`src/rtl/enigma_pkg.sv`:
```
// Shared types and default constants for the Enigma rotor controller.
package enigma_pkg;

    // Letter / rotor position encoding (0..25 valid, 31 marks an error result)
    typedef logic [4:0] letter_t;

    localparam int unsigned ALPHA_DEF  = 26;
    localparam int unsigned NOTCH0_DEF = 16;
    localparam int unsigned NOTCH1_DEF = 4;

    localparam letter_t ERR_LETTER = 5'd31;

    typedef enum logic [1:0] {
        OpEncrypt = 2'b00,
        OpSetPos  = 2'b01,
        OpZero    = 2'b10,
        OpNop     = 2'b11
    } cmd_op_e;

    typedef enum logic [3:0] {
        StIdle,
        StStep,
        StF0,
        StF1,
        StF2,
        StRefl,
        StB2,
        StB1,
        StB0,
        StDone
    } state_e;

endpackage

```
`src/rtl/enigma_stepper.sv`:
```
// Combinational rotor stepping: odometer advance with the rotor-1 double step.
module enigma_stepper
    import enigma_pkg::*;
#(
    parameter int unsigned ALPHA  = ALPHA_DEF,
    parameter int unsigned NOTCH0 = NOTCH0_DEF,
    parameter int unsigned NOTCH1 = NOTCH1_DEF
) (
    input  letter_t pos0_i,
    input  letter_t pos1_i,
    input  letter_t pos2_i,
    output letter_t pos0_o,
    output letter_t pos1_o,
    output letter_t pos2_o
);

    localparam letter_t LastPos = letter_t'(ALPHA - 1);
    localparam letter_t Notch0  = letter_t'(NOTCH0);
    localparam letter_t Notch1  = letter_t'(NOTCH1);

    function automatic letter_t inc_wrap(input letter_t p);
        return (p == LastPos) ? '0 : p + 5'd1;
    endfunction

    // All advance conditions look at the pre-step positions only
    always_comb begin
        pos0_o = inc_wrap(pos0_i);
        pos1_o = ((pos0_i == Notch0) || (pos1_i == Notch1)) ? inc_wrap(pos1_i) : pos1_i;
        pos2_o = (pos1_i == Notch1) ? inc_wrap(pos2_i) : pos2_i;
    end

endmodule

```
`src/rtl/enigma_ctrl.sv`:
```
// Enigma controller: accepts commands, steps rotors and sequences the external
// stage datapath through forward, reflector and backward passes.
module enigma_ctrl
    import enigma_pkg::*;
#(
    parameter int unsigned NOTCH0 = NOTCH0_DEF,
    parameter int unsigned NOTCH1 = NOTCH1_DEF,
    parameter int unsigned ALPHA  = ALPHA_DEF
) (
    input  logic        clk,
    input  logic        rst,
    input  logic        cmd_valid,
    output logic        cmd_ready,
    input  logic [1:0]  cmd_op,
    input  logic [1:0]  cmd_sel,
    input  logic [4:0]  cmd_data,
    output logic [1:0]  dp_sel,
    output logic        dp_dir,
    output logic [4:0]  dp_in,
    output logic [4:0]  dp_offset,
    input  logic [4:0]  dp_out,
    output logic        res_valid,
    input  logic        res_ready,
    output logic [4:0]  res_data,
    output logic        res_err,
    output logic [14:0] pos
);

    localparam letter_t AlphaSize = letter_t'(ALPHA);

    state_e  state_q, state_d;
    letter_t data_q, data_d;
    logic    err_q, err_d;
    letter_t pos0_q, pos0_d;
    letter_t pos1_q, pos1_d;
    letter_t pos2_q, pos2_d;

    letter_t step0, step1, step2;
    logic    data_ok;
    cmd_op_e op;

    assign data_ok = (cmd_data < AlphaSize);
    assign op      = cmd_op_e'(cmd_op);

    enigma_stepper #(
        .ALPHA  (ALPHA),
        .NOTCH0 (NOTCH0),
        .NOTCH1 (NOTCH1)
    ) u_stepper (
        .pos0_i (pos0_q),
        .pos1_i (pos1_q),
        .pos2_i (pos2_q),
        .pos0_o (step0),
        .pos1_o (step1),
        .pos2_o (step2)
    );

    // State, data register and rotor positions; reset discards any operation in flight
    always_ff @(posedge clk) begin
        if (rst) begin
            state_q <= StIdle;
            data_q  <= '0;
            err_q   <= 1'b0;
            pos0_q  <= '0;
            pos1_q  <= '0;
            pos2_q  <= '0;
        end else begin
            state_q <= state_d;
            data_q  <= data_d;
            err_q   <= err_d;
            pos0_q  <= pos0_d;
            pos1_q  <= pos1_d;
            pos2_q  <= pos2_d;
        end
    end

    // Next-state: command decode in IDLE, one stage per cycle, hold in DONE until consumed
    always_comb begin
        state_d = state_q;
        data_d  = data_q;
        err_d   = err_q;
        pos0_d  = pos0_q;
        pos1_d  = pos1_q;
        pos2_d  = pos2_q;
        case (state_q)
            StIdle: begin
                if (cmd_valid) begin
                    case (op)
                        OpEncrypt: begin
                            if (data_ok) begin
                                data_d  = cmd_data;
                                state_d = StStep;
                            end else begin
                                // Invalid letter: report immediately, rotors untouched
                                data_d  = ERR_LETTER;
                                err_d   = 1'b1;
                                state_d = StDone;
                            end
                        end
                        OpSetPos: begin
                            if (data_ok) begin
                                case (cmd_sel)
                                    2'd0:    pos0_d = cmd_data;
                                    2'd1:    pos1_d = cmd_data;
                                    2'd2:    pos2_d = cmd_data;
                                    default: ;
                                endcase
                            end
                        end
                        OpZero: begin
                            pos0_d = '0;
                            pos1_d = '0;
                            pos2_d = '0;
                        end
                        default: ;
                    endcase
                end
            end
            StStep: begin
                pos0_d  = step0;
                pos1_d  = step1;
                pos2_d  = step2;
                state_d = StF0;
            end
            StF0: begin
                data_d  = dp_out;
                state_d = StF1;
            end
            StF1: begin
                data_d  = dp_out;
                state_d = StF2;
            end
            StF2: begin
                data_d  = dp_out;
                state_d = StRefl;
            end
            StRefl: begin
                data_d  = dp_out;
                state_d = StB2;
            end
            StB2: begin
                data_d  = dp_out;
                state_d = StB1;
            end
            StB1: begin
                data_d  = dp_out;
                state_d = StB0;
            end
            StB0: begin
                data_d  = dp_out;
                state_d = StDone;
            end
            StDone: begin
                if (res_ready) begin
                    err_d   = 1'b0;
                    state_d = StIdle;
                end
            end
            default: state_d = StIdle;
        endcase
    end

    // Stage select / direction decode; non-stage states park on rotor 0 forward
    always_comb begin
        dp_sel = 2'd0;
        dp_dir = 1'b0;
        case (state_q)
            StF0:   dp_sel = 2'd0;
            StF1:   dp_sel = 2'd1;
            StF2:   dp_sel = 2'd2;
            StRefl: dp_sel = 2'd3;
            StB2: begin
                dp_sel = 2'd2;
                dp_dir = 1'b1;
            end
            StB1: begin
                dp_sel = 2'd1;
                dp_dir = 1'b1;
            end
            StB0: begin
                dp_sel = 2'd0;
                dp_dir = 1'b1;
            end
            default: ;
        endcase
    end

    // Offset of the selected rotor; the reflector has none
    always_comb begin
        dp_offset = '0;
        case (dp_sel)
            2'd0:    dp_offset = pos0_q;
            2'd1:    dp_offset = pos1_q;
            2'd2:    dp_offset = pos2_q;
            default: dp_offset = '0;
        endcase
    end

    assign dp_in     = data_q;
    assign res_data  = data_q;
    assign res_err   = err_q;
    assign res_valid = (state_q == StDone);
    assign cmd_ready = (state_q == StIdle);
    assign pos       = {pos2_q, pos1_q, pos0_q};

endmodule

```
`config.mk`:
```
export PLATFORM = sky130hd
export DESIGN_NAME = enigma_ctrl
export DESIGN_NICKNAME = d
export VERILOG_FILES = /design/src/rtl/enigma_pkg.sv /design/src/rtl/enigma_stepper.sv /design/src/rtl/enigma_ctrl.sv
export SDC_FILE = /design/constraint.sdc
export NUM_CORES = 1
export LEC_CHECK = 0
export CAP_MARGIN = 15
export CORE_MARGIN = 1.5
export CORE_UTILIZATION = 25
export CTS_CLUSTER_DIAMETER = 200
export DETAILED_ROUTE_END_ITERATION = 7
export HOLD_SLACK_MARGIN = 0.05
export PLACE_DENSITY = 0.54
export SLEW_MARGIN = 20
export SYNTH_ARGS = -nofsm -noshare
export SYNTH_HDL_FRONTEND = slang
export SYNTH_SLANG_ARGS = --single-unit
export TNS_END_PERCENT = 50
```
`constraint.sdc`:
```
create_clock -name clk -period 2.48 [get_ports clk]
set_input_delay 0.248 -clock clk [delete_from_list [all_inputs] [get_ports clk]]
set_output_delay 0.248 -clock clk [all_outputs]
set_load 0.05 [all_outputs]
```
Word level (Yosys, flattened, before mapping)

Cells that the tools add are included.

Register bits after elaboration: 25
Input port bits: 18
Output and inout port bits: 36
Word-level logic and storage cells: 96

Add/subtract/negate cells: 3
$lt $le $gt $ge: 1
Equal/unequal tests: 31
Multiplexer cells: 37
Reductions and logical operators: 18

Operators by type and width:

| cell                | count |
|---|---|
| $mux 5              | 17 |
| $pmux 5 s2          | 7 |
| $pmux 4 s10         | 1 |
| $eq 5x5->1 const B  | 4 |
| $eq 4x3->1 const B  | 4 |
| $mux 4              | 4 |
| $add 5x1->5 const B | 3 |
| $pmux 5 s3          | 1 |
| $reduce_and 6->1    | 2 |
| $reduce_and 5->1    | 2 |
| $eq 4x2->1 const B  | 2 |
| $eq 4x4->1 const B  | 2 |
| $ne 2x1->1 const B  | 4 |
| $reduce_or 7->1     | 1 |
| $eq 2x1->1 const B  | 3 |
| $eq 2x2->1 const B  | 3 |
| $logic_not 2->1     | 3 |
| $ne 3x2->1 const B  | 2 |
| $ne 3x3->1 const B  | 2 |
| $pmux 2 s3          | 1 |
| $reduce_and 3->1    | 2 |
| $reduce_bool 2->1   | 3 |
| $eq 5x3->1 const B  | 1 |
| $lt 5x5->1 const B  | 1 |
| other kinds (9)     | 15 |

Logic depth before layout (Yosys ltp)

Gate-level depths: netlist (run 1).

Depth in word-level cells: 6
Depth in mapped cells: 7
Gate-level depth less buffers: 7

Modules after synthesis

Synthesis (run 1) repeated with hierarchy kept, for this count alone.

Cell total of the unflattened synthesis: 247
Area, all modules: 1999.4 um2

By module, submodules not included:

| module         | instances | cells an instance | area an instance (um2) | seq. area each (um2) |
|---|---|---|---|---|
| enigma_ctrl    | 1         | 181               | 1534.0                 | 500.5 |
| enigma_stepper | 1         | 66                | 465.4                  | 0.0 |

Worst setup path before layout (run 1)

Ideal clock, no wire load.

Kind: register to output
Start point: reg state_q[0]
End point: out dp_sel[0]
Arrival: 1.877 ns
Required time: 2.232 ns
Setup slack: 0.355 ns
Cell stages (with the launch flop): 3
Buffers on the path: 1
Path through: dfxtp_1 -> clkbuf_1 -> nor3b_1

Cells in the longest elaborated chain, start to end: 3
Elaborated cells between the ends (all ways): 8
Classes of those cells: 5 x eq/ne; 1 x mux; 2 x reduce/logical

RTL lines:

| element                                  | line               | text |
|---|---|---|
| from (decl)                              | enigma_ctrl.sv:31  | `state_e state_q, state_d;` |
| from (signal assigned)                   | enigma_ctrl.sv:61  | `state_q <= StIdle;` |
| from (signal assigned)                   | enigma_ctrl.sv:68  | `state_q <= state_d;` |
| $eq 4x3->1 or $eq 4x2->1 (tied branches) | enigma_ctrl.sv:167 | `case (state_q)` |
| $reduce_or 2->1 (no line)                | -                  |  |
| $pmux 2 s3 (*)                           | enigma_ctrl.sv:167 |  |
| to (decl)                                | enigma_ctrl.sv:17  | `output logic [1:0] dp_sel,` |

Every way passes the cells marked *; elsewhere a longest branch is shown, timed or not.

Worst setup path in the final report (run 1)

Start point: reg state_q[1]
End point: out dp_offset[4]

Cells in the longest elaborated chain, start to end: 5
Elaborated cells between the ends (all ways): 12
Classes of those cells: 7 x eq/ne; 2 x mux; 3 x reduce/logical

RTL lines:

| element                                  | line               | text |
|---|---|---|
| $eq 4x3->1 or $eq 4x2->1 (tied branches) | enigma_ctrl.sv:167 |  |
| $reduce_or 2->1 (no line)                | -                  |  |
| $pmux 2 s3 (*)                           | enigma_ctrl.sv:167 |  |
| $eq 2x2->1 (tied with other cells)       | enigma_ctrl.sv:191 | `case (dp_sel)` |
| $pmux 5 s3 (*)                           | enigma_ctrl.sv:191 |  |
| to (decl)                                | enigma_ctrl.sv:20  | `output logic [4:0] dp_offset,` |

Marked as above.

==> results.md, run 1 <==
* Status: finished clean
* DRC at 0
* Drt pass-1 iters at 7
* Setup violators final at 0
* Final HPWL DP at 4200 um
* Share of the synthesized area in the top cell type at 0.280
* Slew @ Worst Pin at 0.869 ns
* Peak VDD IR at 0.175 mV
* RSZ-0062 raised after global routing: no
* FF+latch count, synth at 25
* Post-CTS setup buffers at 0
* Post-synth top area cell: dfxtp_1
* Die area at 7660 sq um
* Detailed Route WL at 5410 um
* Pins Over Slew Limit at 0
* Site Rows at 30
* Rel. slew slack at 0.415
* NumNets Final at 299
* Routed vias at 1825
* IO Pins at 54
* CTS tree: yes
* Post-Syn Area at 1790 sq um
* CP Launch Type: flop
* Iter 0 DRT Violations at 133
* Register area share after synthesis at 0.280
* Layout cells sized above 1 at 0.140
* Levels on crit path at 5
* Pleak at 0.943 nW
* CTS max path bufs at 2
* Crit path time final at 2.30 ns
* First-pass GRT wire length at 8630 um
* Syn. warnings at 0
* Post-layout power at 1.60 mW
* Ys async rst share at 0
* Period utilization at 0.928
* Setup TNS Final at 0 ns
* Syn_area_per_cell at 8.20 sq um
* Starting Density at 0.260
* Final Wtd Congestion at 0.852
* Synth Net Count at 244
* Core ar. at 6870 sq um
* CP cell instances: a21oi_1 > or2_2 > a222oi_1 > inv_1 > buf_4
* Min-delay worst type: reg -> reg
* Post-route ant nets at 0
* Critical Path RT at 2.23 ns
* CTS sink cnt at 25
* I/O Buffers at 53
* Vias in the first global route at 1674
* Post-synth EDFFs at 0
* Tot GR Track Use at 0.145
* Setup crit end kind: output pin
* Die Y at 87.5 um
* CP Max Fanout at 14
* Antenna Cells at 0
* WL/cell at 14.7 um
* Largest net degree at the start of global routing at 15
* Top Family by Delay on Critical Path: flip-flops
* CTS Root Cell: clkbuf_8
* Slowest CP cell: dfxtp_1
* Max_cap viols at 0
* Cell Pwr Density at 646 nW/um^2
* Initial antenna violation count at 0
* Layout area overhead at 38.4%
* Total CTS buffers at 3
* Hold depth at 2
* Crit path buf inv count at 2
* Worst-skew pair later-pin latency at 0.27 ns
* Worst stage delay on the critical path at 0.61 ns
* Critical path type: reg -> out
* Mapped Cells at 218
* Critical Path AT at 2.05 ns
* Post-DR vias/cell at 4.96
* Hold Violations, Final at 0
* Clk slew on worst S/H paths at 0.09 ns
* Synth unique cells at 53
* Die width at 87.5 um
* Clock Skew at 0.00241 ns
* Remaining Overflow, GRT at 0
* Max frequency at 435 MHz
* Worst Reg2Reg Path Length in Cells at 5
* Synth Flop Type: dfxtp_1
* CTS H-tree lvls at 1
* Synth top area cells: dfxtp_1 (28%), ha_1 (5.6%), nor2_1 (4.2%), nand2_1 (4.0%), a21oi_1 (3.4%)
[layout by cell type, fill, tap and decap left out, types with 5 or more instances in the layout]
| cell | count |
|---|---|
| clkdlybuf4s50_1 | 44 |
| dfxtp_1 | 25 |
| nor2_1 | 20 |
| nand2_1 | 19 |
| buf_4 | 19 |
| inv_1 | 13 |
| a21oi_1 | 12 |
| o21ai_0 | 9 |
| nor3_1 | 8 |
| nand3_1 | 8 |
| ha_1 | 8 |
| a211oi_1 | 6 |
| a222oi_1 | 5 |
| a311oi_1 | 5 |
| mux2i_1 | 5 |
[power by group]
group	internal, mW	switching, mW
sequential	0.452	0.0699
clock	0.113	0.139
combinational	0.304	0.521
[cells by family (layout without fill, tap and decap cells)]
kind of cell | count (synthesis) | after routing | synth area share
AO/OA/AOI/OAI | 64 | 64 | 0.272
XOR/XNOR | 6 | 6 | 0.0294
adder cells (fa/ha/maj) | 8 | 8 | 0.0560
buffers and inverters | 29 | 83 | 0.0826
flip-flops | 25 | 25 | 0.280
multiplexers | 5 | 5 | 0.0280
AND/OR/NAND/NOR | 81 | 81 | 0.251
[layer usage]
metal,vias up,track usage,wire [um]
met5,-,0,0
met4,0,0.0390,43
met3,4,0.0245,257
met2,49,0.238,2590
met1,856,0.196,2520
li1,916,-,-
[path summary, 6_finish.rpt]
| kind | startpoint | to | slack [ns] |
|---|---|---|---|
| worst min register to register | dp_in[1] | dp_in[1] | 0.48 |
| worst min-delay path | dp_in[1] | dp_in[1] | 0.48 |
| worst max-delay path | state_q[1] | dp_offset[4] | 0.18 |
| worst max register to register | state_q[2] | pos0_q[2] | 0.37 |
[metrics by stage]
| step | setup WS, ns | area (sq um) | utilization | std cells | hold slack [ns] |
|---|---|---|---|---|---|
| final | 0.179 | 2470 | 0.360 | 368 | 0.483 |
| after global routing | 0.0618 | 2470 | 0.360 | 368 | 0.504 |
| after CTS | 0.0958 | 2470 | 0.360 | 368 | 0.487 |
| after detailed placement | 0.120 | 2420 | 0.353 | 364 | 0.473 |
| after global placement | 0.165 | 2420 | 0.353 | 364 | 0.458 |
| after floorplan | 0.355 | 1790 | - | 218 | 0.348 |
[Yosys cell counts, types with 3 or more instances]
| library cell | instances |
|---|---|
| dfxtp_1 | 25 |
| nor2_1 | 20 |
| nand2_1 | 19 |
| inv_1 | 13 |
| a21oi_1 | 12 |
| o21ai_0 | 9 |
| ha_1 | 8 |
| nand3_1 | 8 |
| nor3_1 | 8 |
| a211oi_1 | 6 |
| buf_4 | 6 |
| clkbuf_1 | 6 |
| a222oi_1 | 5 |
| a311oi_1 | 5 |
| mux2i_1 | 5 |
| a22oi_1 | 3 |
| nand2b_1 | 3 |
| o211a_1 | 3 |
| o211ai_1 | 3 |
| or3_1 | 3 |
| xnor2_1 | 3 |
| xor2_1 | 3 |
[flip-flops by register name, summed over array words and instances (netlist names)]
signal,count
pos0_q,5
dp_in,5
res_err,1
pos1_q,5
pos2_q,5
state_q,4
[worst reg2reg max path: cells and delay by family (launching register included)]
family,cells,cell delay [ns]
AND/OR/NAND/NOR,2,1.03
flip-flops,1,0.44
AO/OA/AOI/OAI,3,0.55
[area by class of cell]
class	count	area (sq um)
fillers	713	4400
clock buffers	3	41.3
flip-flops and latches	25	500
repair buffers	65	616
inverters	14	52.6
clock inverters	1	5.00
well taps	96	120
multi-input cells	164	1140
[timing repair]
item | CTS | global route
hold buffers | 0 | 0
gates resized for setup | 0 | 1
setup endpoints to repair | 0 | 1
(Power assumes the default switching activity.)
==> inputs of run 2 (changes only) <==
--- a/config.mk
+++ b/config.mk
@@ -11,6 +11,7 @@
 export CTS_CLUSTER_DIAMETER = 200
 export DETAILED_ROUTE_END_ITERATION = 7
 export HOLD_SLACK_MARGIN = 0.05
+export MAX_ROUTING_LAYER = met4
 export PLACE_DENSITY = 0.54
 export SLEW_MARGIN = 20
 export SYNTH_ARGS = -nofsm -noshare
==> results.md, run 2 (synthesis results as in run 1) <==
* Remaining Overflow, GRT at 0 (unchanged)
* Initial antenna violation count at 0 (unchanged)
* Rel. slew slack at 0.415 (+0.000712)
* Status: finished clean
* First-pass GRT wire length at 8650 um (+0.24%)
* CTS sink cnt at 25 (unchanged)
* GRT Max-Usage Layer: met2
* Setup TNS Final at 0 ns (unchanged)
* Most common cell after layout, fill and taps aside: clkdlybuf4s50_1
* CTS resizes at 0 (unchanged)
* Placed cells at 364 (unchanged)
* Commonest non-fill, non-tap cells in the layout: clkdlybuf4s50_1 (44), dfxtp_1 (25), nor2_1 (20), nand2_1 (19), buf_4 (19)
* Worst-skew pair later-pin latency at 0.27 ns (about the same)
* Final HPWL DP at 4200 um (unchanged)
* IO Pins at 54 (unchanged)
* Post-CTS setup buffers at 0 (unchanged)
* Antenna Cells at 0 (unchanged)
* Largest net degree at the start of global routing at 15 (unchanged)
* Met3 Use GR at 0.0236 (-0.000943)
* Clock Skew at 0.00473 ns (+0.00232 ns)
* Final Util at 0.360 (unchanged)
* Post-route cell area at 2470 sq um (unchanged)
* Max frequency at 435 MHz (+0.13%)
* Min-delay worst type: reg -> reg
* Critical Path AT at 2.05 ns (about the same)
* Die Y at 87.5 um (unchanged)
* FF/Latch Area at 500 sq um (unchanged)
* Hold Violations, Final at 0 (unchanged)
* Clk slew on worst S/H paths at 0.10 ns (about the same)
* Layout area overhead at 38.4% (unchanged)
* Slowest CP cell: dfxtp_1
* Die width at 87.5 um (unchanged)
* Fillers at 713 (unchanged)
* Post-Place Cell Area at 2420 sq um (unchanged)
* Peak VDD IR at 0.178 mV (+1.4%)
* Post-Layout Cell Count at 368 (unchanged)
* Top Family by Delay on Critical Path: flip-flops
* M2 GR Usage at 0.239 (+0.000699)
* Hold_buf cts at 0 (unchanged)
* Total CTS buffers at 3 (unchanged)
* Setup crit end kind: output pin
* Setup violators final at 0 (unchanged)
* Drt pass-1 iters at 7 (unchanged)
* Clock network power share at 0.159 (about the same)
* Fin Hold WS at 0.483 ns (-0.000670 ns)
* Final Wtd Congestion at 0.865 (+1.6%)
* Post-DR vias/cell at 4.92 (-0.71%)
* Max_cap viols at 0 (unchanged)
* Vias in the first global route at 1673 (-0.060%)
* Cell Pwr Density at 647 nW/um^2 (+0.16%)
* Post-place setup slack at 0.120 ns (unchanged)
* Detailed Route WL at 5410 um (+0.11%)
* Site Rows at 30 (unchanged)
* Post-layout power at 1.60 mW (+0.16%)
* Sequential share of power at 0.326 (about the same)
* Pint at 868 uW (about the same)
* DRC at 0 (unchanged)
* NumNets Final at 299 (unchanged)
* I/O Buffers at 53 (unchanged)
* CP cell instances: a21oi_1 > or2_2 > a222oi_1 > inv_1 > buf_4
* Die area at 7660 sq um (unchanged)
* PnR worst setup slack at 0.182 ns (+0.00304 ns)
* Gate power share at 0.515 (about the same)
* Starting Density at 0.260 (unchanged)
* Iter 0 DRT Violations at 139 (+4.5%)
* CP Launch Type: flop
* CTS Root Cell: clkbuf_8
* Tot GR Track Use at 0.150 (+0.00492)
* Pleak at 0.943 nW (unchanged)
* Routed vias at 1812 (-0.71%)
* Net Sw Frac at 0.457 (+0.000834)
* Crit path time final at 2.30 ns (-0.00304 ns)
* CTS H-tree lvls at 1 (unchanged)
* Critical Path RT at 2.23 ns (about the same)
* Period utilization at 0.927 (-0.00123)
* Pins Over Slew Limit at 0 (unchanged)
* Post-route ant nets at 0 (unchanged)
* Core ar. at 6870 sq um (unchanged)
* RSZ-0062 raised after global routing: no
* Crit path buf inv count at 2 (unchanged)
* WL/cell at 14.7 um (+0.11%)
* CTS max path bufs at 2 (unchanged)
* CP Max Fanout at 14 (unchanged)
* Multi-input logic area at 1140 sq um (unchanged)
* Slew @ Worst Pin at 0.868 ns (-0.00106 ns)
* Layout cells sized above 1 at 0.140 (unchanged)
* CTS tree: yes
* Worst stage delay on the critical path at 0.61 ns (about the same)
* Critical path type: reg -> out
* Met1 Usage GRT at 0.197 (+0.00114)
* Sw Pwr at 732 uW (+0.35%)
run 2: worst register-to-register path, cell delays in order (launching register included):
cell      delay (ns)
dfxtp_1         0.32
inv_1           0.07
ha_1            0.13
nor4bb_1        0.48
nor3_1          0.16
nor4_4          0.49
o21ai_1         0.13
a221oi_1        0.25
run 2: path summary, 6_finish.rpt:
check | start | end | slack (ns) | cells after the start
setup / recovery | state_q[1] | dp_offset[1] | 0.18 | 5
hold / removal | dp_in[1] | dp_in[1] | 0.48 | 2
setup reg to reg | pos1_q[1] | pos1_q[2] | 0.36 | 7
hold reg to reg | dp_in[1] | dp_in[1] | 0.48 | 2
run 2: power by group through the flow:
stage / logic (mW) / clock network [mW] / registers [mW]
CTS: 0.827 / 0.262 / 0.523
detailed placement: 0.826 / 0 / 0.532
floorplan: 0.421 / 0 / 0.674
finish: 0.823 / 0.255 / 0.522
global route: 0.876 / 0.280 / 0.532
global placement: 0.824 / 0 / 0.532
run 2: area by class of cell:
class                   count  area share
well taps                  96      0.0486
repair buffers             65       0.249
clock inverters             1     0.00202
flip-flops and latches     25       0.202
multi-input cells         164       0.460
inverters                  14      0.0212
clock buffers               3      0.0167
run 2: layer usage:
metal	up-vias	wire length [um]
met5	-	0
met4	0	43
met3	4	206
met2	40	2570
met1	850	2590
li1	918	-
